File: config.mk
export PLATFORM = sky130hd
export DESIGN_NAME = interrupt_controller
export DESIGN_NICKNAME = d
export VERILOG_FILES = /design/src/rtl/interrupt_controller_pkg.sv /design/src/rtl/irq_edge_latch.sv /design/src/rtl/interrupt_controller.sv
export SDC_FILE = /design/constraint.sdc
export NUM_CORES = 1
export LEC_CHECK = 0
export CORE_MARGIN = 2
export CORE_UTILIZATION = 41
export DETAILED_ROUTE_END_ITERATION = 6
export PLACE_DENSITY = 0.95
export RECOVER_POWER = 25
export SLEW_MARGIN = 25
export SYNTH_ARGS = -nofsm -noshare
export SYNTH_HDL_FRONTEND = slang
export SYNTH_SLANG_ARGS = --single-unit
export TNS_END_PERCENT = 50
File: constraint.sdc
create_clock -name CLK -period 2.5 [get_ports CLK]
set_clock_uncertainty 0.15 [all_clocks]
set_input_delay 0.5 -clock CLK [delete_from_list [all_inputs] [get_ports CLK]]
set_output_delay 0.5 -clock CLK [all_outputs]
set_load 0.1 [all_outputs]
File: src/rtl/interrupt_controller_pkg.sv
// Shared types and constants for the interrupt sequencing stage.
//   state_t            : sequencer states (IDLE, TAKE, ACTIVE)
//   IRQ_CAUSE_W        : width of the cause index
//   DEF_VECTOR_BASE    : default address of the cause-0 handler
//   DEF_VECTOR_STRIDE  : default byte spacing between handler entries
package interrupt_controller_pkg;
  typedef enum logic [1:0] {
    IDLE   = 2'd0,
    TAKE   = 2'd1,
    ACTIVE = 2'd2
  } state_t;

  localparam int          IRQ_CAUSE_W       = 3;
  localparam logic [31:0] DEF_VECTOR_BASE   = 32'h0000_0100;
  localparam int unsigned DEF_VECTOR_STRIDE = 16;
endpackage

File: src/rtl/irq_edge_latch.sv
// Rising-edge detector and sticky pending latch for N_IRQ lines.
//   clk, reset : clock, synchronous active-high reset
//   irq_in     : raw request lines
//   clr        : per-line clear (line taken); a same-cycle edge wins
//   pending    : latched requests, independent of any enable mask
module irq_edge_latch #(
  parameter int unsigned N_IRQ = 4
) (
  input  logic             clk,
  input  logic             reset,
  input  logic [N_IRQ-1:0] irq_in,
  input  logic [N_IRQ-1:0] clr,
  output logic [N_IRQ-1:0] pending
);
  logic [N_IRQ-1:0] prev;
  logic [N_IRQ-1:0] rise;

  assign rise = irq_in & ~prev;

  always_ff @(posedge clk) begin
    if (reset) begin
      // Load the live level so a line held high through reset never fires.
      prev    <= irq_in;
      pending <= '0;
    end else begin
      prev    <= irq_in;
      pending <= (pending & ~clr) | rise;
    end
  end
endmodule

File: src/rtl/interrupt_controller.sv
// Non-nesting interrupt sequencer: latches request edges, picks the lowest
// enabled pending line, redirects fetch, flushes and saves the return PC
// into x30, then waits for the ISR return.
//   CLK, RESET          : clock, synchronous active-high reset
//   IRQ_IN, IRQ_ENABLE  : request lines and per-line enable
//   PIPE_STALL          : blocks a take while high (IDLE only)
//   PC_NEXT             : return address candidate
//   ISR_RETURN          : ISR return pulse from decode
//   PC_NEXT_REGFILE     : saved return address for x30
//   INTERUPT_PC_REG_EN  : x30 write strobe
//   PC_SEL, ISR_TARGET  : fetch redirect and handler address
//   FLUSH               : kill IF/ID/EX
//   ISR_ACTIVE          : handler running
//   IRQ_CAUSE           : index of taken/serviced line
module interrupt_controller
  import interrupt_controller_pkg::*;
#(
  parameter int unsigned N_IRQ         = 4,
  parameter logic [31:0] VECTOR_BASE   = DEF_VECTOR_BASE,
  parameter int unsigned VECTOR_STRIDE = DEF_VECTOR_STRIDE
) (
  input  logic                   CLK,
  input  logic                   RESET,
  input  logic [N_IRQ-1:0]       IRQ_IN,
  input  logic [N_IRQ-1:0]       IRQ_ENABLE,
  input  logic                   PIPE_STALL,
  input  logic [31:0]            PC_NEXT,
  input  logic                   ISR_RETURN,
  output logic [31:0]            PC_NEXT_REGFILE,
  output logic                   INTERUPT_PC_REG_EN,
  output logic                   PC_SEL,
  output logic [31:0]            ISR_TARGET,
  output logic                   FLUSH,
  output logic                   ISR_ACTIVE,
  output logic [IRQ_CAUSE_W-1:0] IRQ_CAUSE
);
  localparam int STRIDE_SH = $clog2(VECTOR_STRIDE);

  state_t                 state, state_d;
  logic [N_IRQ-1:0]       pending, req, clr;
  logic [IRQ_CAUSE_W-1:0] winner;
  logic                   take;
  logic [31:0]            target;

  irq_edge_latch #(.N_IRQ(N_IRQ)) u_latch (
    .clk     (CLK),
    .reset   (RESET),
    .irq_in  (IRQ_IN),
    .clr     (clr),
    .pending (pending)
  );

  assign req = pending & IRQ_ENABLE;

  // Fixed priority: scanning downward leaves the lowest set index.
  always_comb begin
    winner = '0;
    for (int i = N_IRQ - 1; i >= 0; i--)
      if (req[i]) winner = IRQ_CAUSE_W'(i);
  end

  assign target = VECTOR_BASE + (32'(winner) << STRIDE_SH);
  assign clr    = take ? (N_IRQ'(1) << winner) : '0;

  always_comb begin
    state_d = state;
    take    = 1'b0;
    case (state)
      IDLE:   if (|req && !PIPE_STALL) begin
                state_d = TAKE;
                take    = 1'b1;
              end
      TAKE:   state_d = ACTIVE;
      ACTIVE: if (ISR_RETURN) state_d = IDLE;
      default: state_d = IDLE;
    endcase
  end

  // Strobes are registered from the next state so they are clean Moore
  // outputs aligned with the TAKE/ACTIVE cycles.
  always_ff @(posedge CLK) begin
    if (RESET) begin
      state              <= IDLE;
      FLUSH              <= 1'b0;
      PC_SEL             <= 1'b0;
      INTERUPT_PC_REG_EN <= 1'b0;
      ISR_ACTIVE         <= 1'b0;
      PC_NEXT_REGFILE    <= '0;
      ISR_TARGET         <= '0;
      IRQ_CAUSE          <= '0;
    end else begin
      state              <= state_d;
      FLUSH              <= (state_d == TAKE);
      PC_SEL             <= (state_d == TAKE);
      INTERUPT_PC_REG_EN <= (state_d == TAKE);
      ISR_ACTIVE         <= (state_d == ACTIVE);
      if (take) begin
        PC_NEXT_REGFILE <= PC_NEXT;
        ISR_TARGET      <= target;
        IRQ_CAUSE       <= winner;
      end
    end
  end
endmodule

==> results of run 1 <==
power groups by stage:
stage	Clock [uW]	Combinational, uW	Sequential, uW
floorplan	0	381	1060
global placement	0	696	831
detailed placement	0	703	834
CTS	499	704	817
global route	522	718	821
finish	482	688	816
sequential cells by signal (all words and copies together) (netlist names):
name	flops
PC_NEXT_REGFILE	32
u_latch.pending	4
u_latch.prev	4
ISR_TARGET	2
state	2
FLUSH	1
IRQ_CAUSE	1
ISR_ACTIVE	1
cell type report:
cell class / instances / share of cell area (%)
clock buffers: 8 / 3.831
well taps: 54 / 2.586
repair buffers: 88 / 27.06
multi-input cells: 162 / 30.22
inverters: 2 / 0.2874
flip-flops and latches: 47 / 36.02
synthesized netlist by cell type, drive strengths merged:
master / number
buf: 41
dfxtp: 47
a21oi: 38
clkbuf: 5
conb: 1
a22oi: 1
mux2i: 1
a41oi: 1
inv: 2
nand2: 67
a22o: 2
nor3: 1
nand3: 1
o21ai: 1
nor2: 11
a311oi: 1
a32oi: 1
nor2b: 3
a211o: 1
o21a: 1
a211oi: 1
worst paths after layout:
path | slack (ns) | endpoint | depth (start not counted) | start
hold reg to reg | 0.31 | PC_NEXT_REGFILE[7] | 2 | PC_NEXT_REGFILE[7]
hold / removal | 0.31 | PC_NEXT_REGFILE[7] | 2 | PC_NEXT_REGFILE[7]
setup reg to reg | 0.91 | PC_NEXT_REGFILE[31] | 5 | state[1]
setup / recovery | 0.35 | PC_NEXT_REGFILE[16] | 1 | PC_NEXT_REGFILE[16]
cell families after synthesis:
logic type             synth area share, %
AND/OR/NAND/NOR                      16.70
other                               0.1881
buffers and inverters                18.64
AO/OA/AOI/OAI                        16.76
multiplexers                        0.5022
flip-flops                           47.21
stage by stage:
stage	total power [uW]	instances	worst slack (ns)	instance area [um^2]	util (%)
after floorplan	1443	257	0.4758	2102	-
after global placement	1527	353	0.3459	2569	54.75
after detailed placement	1537	353	0.3014	2569	54.75
after CTS	2020	361	0.5953	2669	56.88
after global routing	2061	361	0.3128	2613	55.68
final	1986	361	0.3529	2613	55.68
layer usage:
metal / up-vias / share of wire (%)
met5: - / 0
met3: 7 / 7.2
met2: 74 / 52
met1: 741 / 40
li1: 824 / -
met4: 0 / 1.1
==> impl_metrics.env, run 1 <==
export IMPL_design_core_area_um2=4692
export IMPL_cts_root_buffer="clkbuf_8"
export IMPL_synth_area_leaders="dfxtp_1 (47%), buf_4 (13%), nand2_1 (13%)"
export IMPL_drt_pre_antenna_iters=4
export IMPL_slowest_delay_ns=0.87
export IMPL_p_int_uw=1175
export IMPL_timing_final_crit_share_pct=85.89
export IMPL_cp_num_buf_inv=1
export IMPL_setup_viol=0
export IMPL_vias=1646
export IMPL_multiInputGateArea_um2=789.5
export IMPL_rsz0062_at_grt="false"
export IMPL_clkLatencyLatePin_ns=0.29
export IMPL_cp_arrival_ns=1.50
export IMPL_std_cell_rows=25
export IMPL_clockBufferDepth=2
export IMPL_drt_iter0_markers=73
export IMPL_cp_max_fo=2
export IMPL_period_needed_ns=2.147
export IMPL_use_met3_pct=4.390
export IMPL_fmax_ghz=0.4657
export IMPL_ys_types=24
export IMPL_areaGrowthSynthToFinish_pct=31.07
export IMPL_track_usage_pct=15.36
export IMPL_tritoncts="built"
export IMPL_busiest_layer="met2"
export IMPL_seqPwrFrac_pct=41.1
export IMPL_gp_congestion=0.7269
export IMPL_overflow=0
export IMPL_die_y_um=73.73
export IMPL_die_x_um=73.73
export IMPL_layout_nets=350
export IMPL_dpl_hpwl_um=3107
export IMPL_fill_cells=438
export IMPL_grt_first_pass_wirelength_um=6548
export IMPL_hold_viol=0
export IMPL_via_per_inst=4.560
export IMPL_holdWs_ns=0.3106
export IMPL_critical_path_slowest_cell="clkbuf_1"
export IMPL_synth_avg_cell_area_um2=8.742
export IMPL_yosysTopAreaCell="dfxtp_1"
export IMPL_max_cap_viol_count=0
export IMPL_h_tree_depth=2
export IMPL_switching_share_pct=40.82
export IMPL_yosysWarnings=0
export IMPL_p_leak_uw=0.001042
export IMPL_synth_seq_cells=47
export IMPL_wl_per_cell_um=11.40
export IMPL_antenna_found_initial=0
export IMPL_cts_sinks=47
export IMPL_ant_nets=0
export IMPL_start_util_pct=42.48
export IMPL_drcViolationCount=0
export IMPL_cts_hold_buffers=0
export IMPL_synthCells=228
export IMPL_clk_pin_slew_ns=0.08
export IMPL_use_met1_pct=16.03
export IMPL_io_pins=115
export IMPL_regArea_um2=940.9
export IMPL_drt_wl_total_um=4114
export IMPL_hp_class="reg2reg"
export IMPL_port_buffers=84
export IMPL_cpLargestDelayFamily="buffers and inverters"
export IMPL_synth_area_um2=1993
export IMPL_start_kind="flop"
export IMPL_most_common_layout_cells="nand2_1 (67), dfxtp_1 (47), clkdlybuf4s50_1 (37)"
export IMPL_grt_pass1_vias=1538
export IMPL_required_ns=1.85
export IMPL_ir_drop_uv=354.8
export IMPL_clkPwrFrac_pct=24.3
export IMPL_numCtsBuffers=5
export IMPL_grt_use_met2_pct=28.57
export IMPL_final_common_cell="nand2_1"
export IMPL_combPwrFrac_pct=34.7
export IMPL_cp_end_kind="output pin"
export IMPL_crit_type="reg2out"
export IMPL_slew_headroom_pct=21.64
export IMPL_p_sw_uw=810.8
export IMPL_grt_max_degree=44
export IMPL_yosysTopAreaCellShare_pct=47.21
export IMPL_cts_resized_gates=0
export IMPL_fin_setup_tns_ns=0
export IMPL_power_density_nw_per_um2=760.2
export IMPL_cp_cell_sequence="clkbuf_1"
export IMPL_slew_viol_final=0
export IMPL_dieArea_um2=5435
export IMPL_synth_seq_area_share_pct=47.21
export IMPL_worst_pin_slew_ns=1.180
export IMPL_post_cts_setup_buffers=0
export IMPL_outcome="finished clean"
export IMPL_layout_drive_gt1_share_pct=17.59
export IMPL_antenna_cells=0
(Power assumes the default switching activity.)
==> run 2: changes to the inputs <==
--- a/config.mk
+++ b/config.mk
@@ -6,12 +6,13 @@
 export NUM_CORES = 1
 export LEC_CHECK = 0
 export CORE_MARGIN = 2
-export CORE_UTILIZATION = 41
+export CORE_UTILIZATION = 40
 export DETAILED_ROUTE_END_ITERATION = 6
-export PLACE_DENSITY = 0.95
+export PLACE_DENSITY = 0.94
 export RECOVER_POWER = 25
 export SLEW_MARGIN = 25
 export SYNTH_ARGS = -nofsm -noshare
 export SYNTH_HDL_FRONTEND = slang
+export SYNTH_HIERARCHICAL = 1
 export SYNTH_SLANG_ARGS = --single-unit
 export TNS_END_PERCENT = 50
==> run 2 against run 1 <==
Maximum frequency is 0.26% lower. Clock-buffer cell count is 3 lower. Highest routed layer unchanged. First-iteration DRC count fell by 8.2%. Combinational power fell by 0.9%. Area after synthesis down 3.6%. Sequential share of layout area grew 0.78 points.
==> impl_metrics.env, run 2 <==
export IMPL_die_x_um=73.32
export IMPL_fmax_ghz=0.4645
export IMPL_numCtsBuffers=5
export IMPL_clk_pin_slew_ns=0.08
export IMPL_cts_hold_buffers=0
export IMPL_fill_cells=471
export IMPL_die_y_um=73.32
export IMPL_hp_class="reg2reg"
export IMPL_clkLatencyLatePin_ns=0.29
export IMPL_dpl_hpwl_um=3074
export IMPL_timing_final_crit_share_pct=86.11
export IMPL_slowest_delay_ns=0.87
export IMPL_cts_root_buffer="clkbuf_8"
export IMPL_start_kind="flop"
export IMPL_finalInstanceArea_um2=2557
export IMPL_tritoncts="built"
export IMPL_synth_seq_cells=47
export IMPL_antenna_cells=0
export IMPL_synthCells=227
export IMPL_switching_share_pct=42.31
export IMPL_ant_nets=0
export IMPL_clkPwrFrac_pct=22.4
export IMPL_regToRegSetupSlack_ns=0.87
export IMPL_cp_max_fo=2
export IMPL_antenna_found_initial=0
export IMPL_worstRegToRegCells=4
export IMPL_synth_area_leaders="dfxtp_1 (49%), buf_4 (14%), nand2_1 (13%)"
export IMPL_crit_end="PC_NEXT_REGFILE[11]"
export IMPL_setup_viol=0
export IMPL_grt_max_degree=44
export IMPL_cp_num_buf_inv=1
export IMPL_fin_cells=361
export IMPL_synth_flop_cell="dfxtp_1"
export IMPL_slew_viol_final=0
export IMPL_vias=1596
export IMPL_clockBufferDepth=2
export IMPL_via_per_inst=4.421
export IMPL_outcome="finished clean"
export IMPL_drt_iter0_markers=67
export IMPL_cpLargestDelayFamily="buffers and inverters"
export IMPL_rsz0062_at_grt="false"
export IMPL_async_flop_share_pct=0
export IMPL_ir_drop_uv=267.3
export IMPL_path_depth=1
export IMPL_p_sw_uw=815.3
export IMPL_dieArea_um2=5375
export IMPL_cp_end_kind="output pin"
export IMPL_drt_pre_antenna_iters=4
export IMPL_yosysTopAreaCell="dfxtp_1"
export IMPL_max_cap_viol_count=0
export IMPL_cp_arrival_ns=1.50
export IMPL_areaGrowthSynthToFinish_pct=33.07
export IMPL_drcViolationCount=0
export IMPL_synth_edf_count=0
export IMPL_worst_pin_slew_ns=1.182
export IMPL_fin_util_pct=54.51
export IMPL_hold_viol=0
export IMPL_gp_congestion=0.7318
export IMPL_seqPwrFrac_pct=42.2
export IMPL_synth_area_um2=1922
export IMPL_cts_resized_gates=0
export IMPL_yosysWarnings=6
export IMPL_fin_setup_tns_ns=0
export IMPL_layout_drive_gt1_share_pct=13.36
export IMPL_worstSetupStartpoint="PC_NEXT_REGFILE[11]"
export IMPL_rr_endpoint="PC_NEXT_REGFILE[11]"
export IMPL_most_common_layout_cells="nand2_1 (68), dfxtp_1 (47), clkdlybuf4s50_1 (38)"
export IMPL_critical_path_slowest_cell="clkbuf_1"
export IMPL_final_common_cell="nand2_1"
export IMPL_drt_wl_total_um=4122
export IMPL_yosysTopAreaCellShare_pct=48.96
export IMPL_cts_sinks=47
export IMPL_post_cts_setup_buffers=0
export IMPL_crit_type="reg2out"
export IMPL_grt_first_pass_wirelength_um=6382
export IMPL_port_buffers=84
export IMPL_combPwrFrac_pct=35.4
export IMPL_placed_cells=353
export IMPL_p_int_uw=1112
export IMPL_slew_headroom_pct=21.57
export IMPL_wl_per_cell_um=11.42
export IMPL_regMostFlops="PC_NEXT_REGFILE"
export IMPL_synth_avg_cell_area_um2=8.466
export IMPL_required_ns=1.85
export IMPL_layout_nets=350
export IMPL_grt_pass1_vias=1484
export IMPL_start_util_pct=40.96
export IMPL_largest_registers="PC_NEXT_REGFILE: 32 flops, u_latch/pending: 4 flops, u_latch/prev: 4 flops"
export IMPL_overflow=0
export IMPL_r2r_start="state[1]"
export IMPL_largest_reg_flops=32
export IMPL_cp_cell_sequence="clkbuf_1"
export IMPL_std_cell_rows=25
export IMPL_io_pins=115
export IMPL_synth_commonest_cells="nand2_1 (68), dfxtp_1 (47), a21oi_1 (37), buf_4 (37), nor2_1 (9)"
export IMPL_ys_types=20
export IMPL_p_leak_uw=0.001041
export IMPL_design_core_area_um2=4692
export IMPL_post_synth_top_count_cell="nand2_1"
export IMPL_placed_cell_area_um2=2532
export IMPL_synth_seq_area_share_pct=48.96
export IMPL_power_density_nw_per_um2=753.6
export IMPL_track_usage_pct=15.25
export IMPL_period_needed_ns=2.153
export IMPL_h_tree_depth=2
run 2: cell count changes after synthesis, moves of 2 or more:
cell      delta
buf_4        +3
nor2b_1      -2
nand2b_1     +8
inv_1        -2
a21oi_1     +13
a21oi_2     -13
nor2_1       -2
buf_8        -3
run 2: layer usage:
metal	up-vias	share of wire, %	wire, um	track usage, %
li1	821	-	-	-
met1	710	40	1656	15.78
met2	63	53	2193	28.83
met3	2	6.2	257	4.938
met4	0	0.34	14	4.848
met5	-	0	0	0
run 2: worst min-delay path by stage:
stage / cells past startpoint / start / slack (ns) / end
after floorplan: 2 / u_latch/prev[0] / 0.31 / u_latch/pending[0]
after global placement: 2 / PC_NEXT_REGFILE[24] / 0.29 / PC_NEXT_REGFILE[24]
after detailed placement: 2 / PC_NEXT_REGFILE[10] / 0.30 / PC_NEXT_REGFILE[10]
after CTS: 2 / PC_NEXT_REGFILE[10] / 0.31 / PC_NEXT_REGFILE[10]
after global routing: 2 / PC_NEXT_REGFILE[17] / 0.33 / PC_NEXT_REGFILE[17]
final: 2 / PC_NEXT_REGFILE[1] / 0.31 / PC_NEXT_REGFILE[1]
run 2: worst reg2reg max path, delay by kind of cell, from the launching register on:
kind	cells	cell delay (ns)
AO/OA/AOI/OAI	2	0.56
flip-flops	1	0.35
AND/OR/NAND/NOR	2	0.50
run 2: kinds of logic (layout without fill, tap and decap cells):
logic type,after synthesis,in the layout,share of synthesized area [%]
AOI/OAI and AO/OA,44,44,13.54
DFF,47,47,48.96
buffers and inverters,44,95,16.99
and+or+nand+nor,90,90,19.79
muxes,1,1,0.5209
other,1,30,0.1951
run 2: through the flow:
| stage | total power, uW | hold WS, ns | setup slack (ns) |
|---|---|---|---|
| finish | 1927 | 0.3074 | 0.3472 |
| global route | 2010 | 0.3259 | 0.3047 |
| CTS | 1955 | 0.3109 | 0.6135 |
| detailed placement | 1528 | 0.2986 | 0.3201 |
| global placement | 1519 | 0.2922 | 0.4125 |
| floorplan | 1427 | 0.3062 | 0.4758 |
run 2: power groups by stage:
stage | registers, uW | clock network [uW] | logic, uW
after floorplan | 1060 | 0 | 363
after global placement | 829 | 0 | 690
after detailed placement | 832 | 0 | 696
after CTS | 814 | 443 | 697
after global routing | 819 | 481 | 709
final | 814 | 431 | 682
run 2: cell type report:
cell class / instances / area [um^2] / area share [%]
clock buffer: 5 / 68.82 / 2.691
sequential: 47 / 940.9 / 36.79
timing repair buffer: 87 / 701.9 / 27.45
tap: 54 / 67.56 / 2.642
clock inverter: 3 / 15.01 / 0.5871
multi-input combinational: 165 / 763.2 / 29.84
==> run 3: changes to the inputs <==
--- a/config.mk
+++ b/config.mk
@@ -5,12 +5,12 @@
 export SDC_FILE = /design/constraint.sdc
 export NUM_CORES = 1
 export LEC_CHECK = 0
+export ABC_AREA = 1
 export CORE_MARGIN = 2
-export CORE_UTILIZATION = 40
+export CORE_UTILIZATION = 42
 export DETAILED_ROUTE_END_ITERATION = 6
-export PLACE_DENSITY = 0.94
+export PLACE_DENSITY = 0.95
 export RECOVER_POWER = 25
-export SLEW_MARGIN = 25
 export SYNTH_ARGS = -nofsm -noshare
 export SYNTH_HDL_FRONTEND = slang
 export SYNTH_HIERARCHICAL = 1
==> run 3 against run 2 <==
Clock power fell by 3%. Flip-flop and latch count did not move. Final cell count rose by 9.1%. Core utilization rose by 3.2 points. Die area rose by 3.3%. Design area rose by 7.2%. Largest power group is now combinational logic. Global-route usage barely moved. Area after synthesis rose by 8.7%.
==> impl_metrics.env, run 3 <==
export IMPL_die_x_um=74.51
export IMPL_cp_end_kind="output pin"
export IMPL_p_int_uw=1192
export IMPL_cp_max_fo=2
export IMPL_seqPwrFrac_pct=38.5
export IMPL_p_sw_uw=1008
export IMPL_rsz0062_at_grt="false"
export IMPL_ant_nets=0
export IMPL_power_density_nw_per_um2=802.4
export IMPL_cpLargestDelayFamily="buffers and inverters"
export IMPL_fin_setup_tns_ns=0
export IMPL_critical_path_slowest_cell="clkbuf_1"
export IMPL_synth_commonest_cells="nor2_1 (68), dfxtp_1 (47), buf_4 (34), o21bai_1 (24), nand2_1 (17)"
export IMPL_layout_nets=370
export IMPL_max_cap_viol_count=0
export IMPL_dpl_hpwl_um=3100
export IMPL_async_flop_share_pct=0
export IMPL_gp_congestion=0.8975
export IMPL_synth_avg_cell_area_um2=8.454
export IMPL_cts_hold_buffers=0
export IMPL_dieArea_um2=5552
export IMPL_drt_pre_antenna_iters=4
export IMPL_hold_viol=0
export IMPL_die_y_um=74.51
export IMPL_setup_ws_ns=0.3503
export IMPL_cp_cell_sequence="clkbuf_1"
export IMPL_numCtsBuffers=5
export IMPL_io_pins=115
export IMPL_yosysTopAreaCellShare_pct=45.06
export IMPL_hp_class="reg2reg"
export IMPL_synth_seq_area_share_pct=45.06
export IMPL_fill_cells=447
export IMPL_synth_flop_cell="dfxtp_1"
export IMPL_drt_iter0_markers=50
export IMPL_largest_reg_flops=32
export IMPL_fin_cells=394
export IMPL_synth_edf_count=0
export IMPL_h_tree_depth=2
export IMPL_cts_root_buffer="clkbuf_8"
export IMPL_setup_viol=0
export IMPL_clkPwrFrac_pct=19.1
export IMPL_placed_cell_area_um2=2715
export IMPL_layout_drive_gt1_share_pct=17.74
export IMPL_std_cell_rows=25
export IMPL_crit_type="reg2out"
export IMPL_synth_area_leaders="dfxtp_1 (45%), buf_4 (12%), nor2_1 (12%)"
export IMPL_ir_drop_uv=342.3
export IMPL_track_usage_pct=15.25
export IMPL_clockBufferDepth=2
export IMPL_tritoncts="built"
export IMPL_wl_met3_um=329
export IMPL_via_per_inst=4.155
export IMPL_top_layer="met4"
export IMPL_port_buffers=84
export IMPL_combPwrFrac_pct=42.4
export IMPL_most_common_layout_cells="nor2_1 (68), dfxtp_1 (47), clkdlybuf4s50_1 (38)"
export IMPL_grt_first_pass_wirelength_um=6499
export IMPL_met2WireLength_um=2152
export IMPL_cts_resized_gates=0
export IMPL_synthCells=247
export IMPL_design_core_area_um2=4755
export IMPL_antenna_cells=0
export IMPL_grt_max_degree=44
export IMPL_overflow=0
export IMPL_slowest_delay_ns=0.87
export IMPL_required_ns=1.85
export IMPL_finalInstanceArea_um2=2741
export IMPL_placed_cells=386
export IMPL_outcome="finished clean"
export IMPL_fmax_ghz=0.4652
export IMPL_drt_wl_total_um=4211
export IMPL_post_synth_top_count_cell="nor2_1"
export IMPL_wl_per_cell_um=10.69
export IMPL_yosysTopAreaCell="dfxtp_1"
export IMPL_yosysWarnings=6
export IMPL_synth_area_um2=2088
export IMPL_p_leak_uw=0.001202
export IMPL_largest_registers="PC_NEXT_REGFILE: 32 flops, u_latch/pending: 4 flops, u_latch/prev: 4 flops"
export IMPL_final_common_cell="nor2_1"
export IMPL_switching_share_pct=45.81
export IMPL_start_util_pct=43.92
export IMPL_dpl_worst_slack_ns=0.3354
export IMPL_worst_pin_slew_ns=1.186
export IMPL_clk_pin_slew_ns=0.08
export IMPL_cts_sinks=47
export IMPL_grt_pass1_vias=1494
export IMPL_slew_viol_final=0
export IMPL_period_needed_ns=2.150
export IMPL_start_kind="flop"
export IMPL_clkLatencyLatePin_ns=0.28
export IMPL_areaGrowthSynthToFinish_pct=31.28
export IMPL_synth_seq_cells=47
export IMPL_cp_arrival_ns=1.50
export IMPL_post_cts_setup_buffers=0
export IMPL_slew_headroom_pct=21.28
export IMPL_timing_final_crit_share_pct=85.99
export IMPL_ys_types=20
export IMPL_wirelength_met1_um=1710
export IMPL_cp_num_buf_inv=1
export IMPL_drcViolationCount=0
export IMPL_antenna_found_initial=0
export IMPL_vias=1637
export IMPL_regMostFlops="PC_NEXT_REGFILE"
==> run 3: cell count changes after synthesis, moves of 3 or more <==
cell	previous run	this run
o21bai_1	0	24
buf_6	3	6
inv_1	0	13
o21bai_2	0	8
buf_4	37	34
a21oi_1	37	8
nand2_1	68	17
nor2_2	0	7
nand2_2	0	3
nand2b_1	8	0
nor2_1	9	68
==> run 3: final timing paths <==
path / startpoint / endpoint / slack [ns] / depth (start not counted)
setup / recovery: PC_NEXT_REGFILE[14] / PC_NEXT_REGFILE[14] / 0.35 / 1
hold / removal: u_latch/pending[3] / u_latch/pending[3] / 0.32 / 2
setup reg to reg: state[1] / PC_NEXT_REGFILE[23] / 0.96 / 8
hold reg to reg: u_latch/pending[3] / u_latch/pending[3] / 0.32 / 2
==> run 3: kinds of logic (layout without fill, tap and decap cells) <==
group	Yosys count	count (layout)	share of synthesized area [%]
AOI/OAI and AO/OA	41	41	15.64
buffers and inverters	57	108	18.57
DFF	47	47	45.06
other	1	30	0.1796
and+or+nand+nor	101	101	20.55
==> run 3: stage by stage <==
stage	hold slack, ns	total power, uW	util [%]
after floorplan	0.2873	1674	-
after global placement	0.3022	1809	57.11
after detailed placement	0.3061	1820	57.11
after CTS	0.3188	2246	58.82
after global routing	0.3466	2293	57.66
final	0.3167	2200	57.66
==> run 3: cell type report <==
class / count / area, um^2 / share of cell area, %
clock buffers: 7 / 76.32 / 2.784
clock inverters: 1 / 5.005 / 0.1826
inverters: 13 / 48.80 / 1.780
multi-input cells: 172 / 868.3 / 31.68
flip-flops and latches: 47 / 940.9 / 34.32
well taps: 67 / 83.83 / 3.058
repair buffers: 87 / 718.2 / 26.20
==> run 3: layer usage <==
metal  up-vias  global-route usage [%]
met3         2                   3.930
li1        862                       -
met1       709                   16.25
met2        64                   29.11
met5         -                       0
met4         0                   4.762
==> run 3: power by group through the flow <==
stage	sequential (uW)	clock (uW)	combinational, uW
6_report	846	420	933
3_5_place_dp	865	0	955
3_3_place_gp	862	0	946
5_1_grt	855	464	975
2_1_floorplan	1250	0	426
4_1_cts	848	442	957
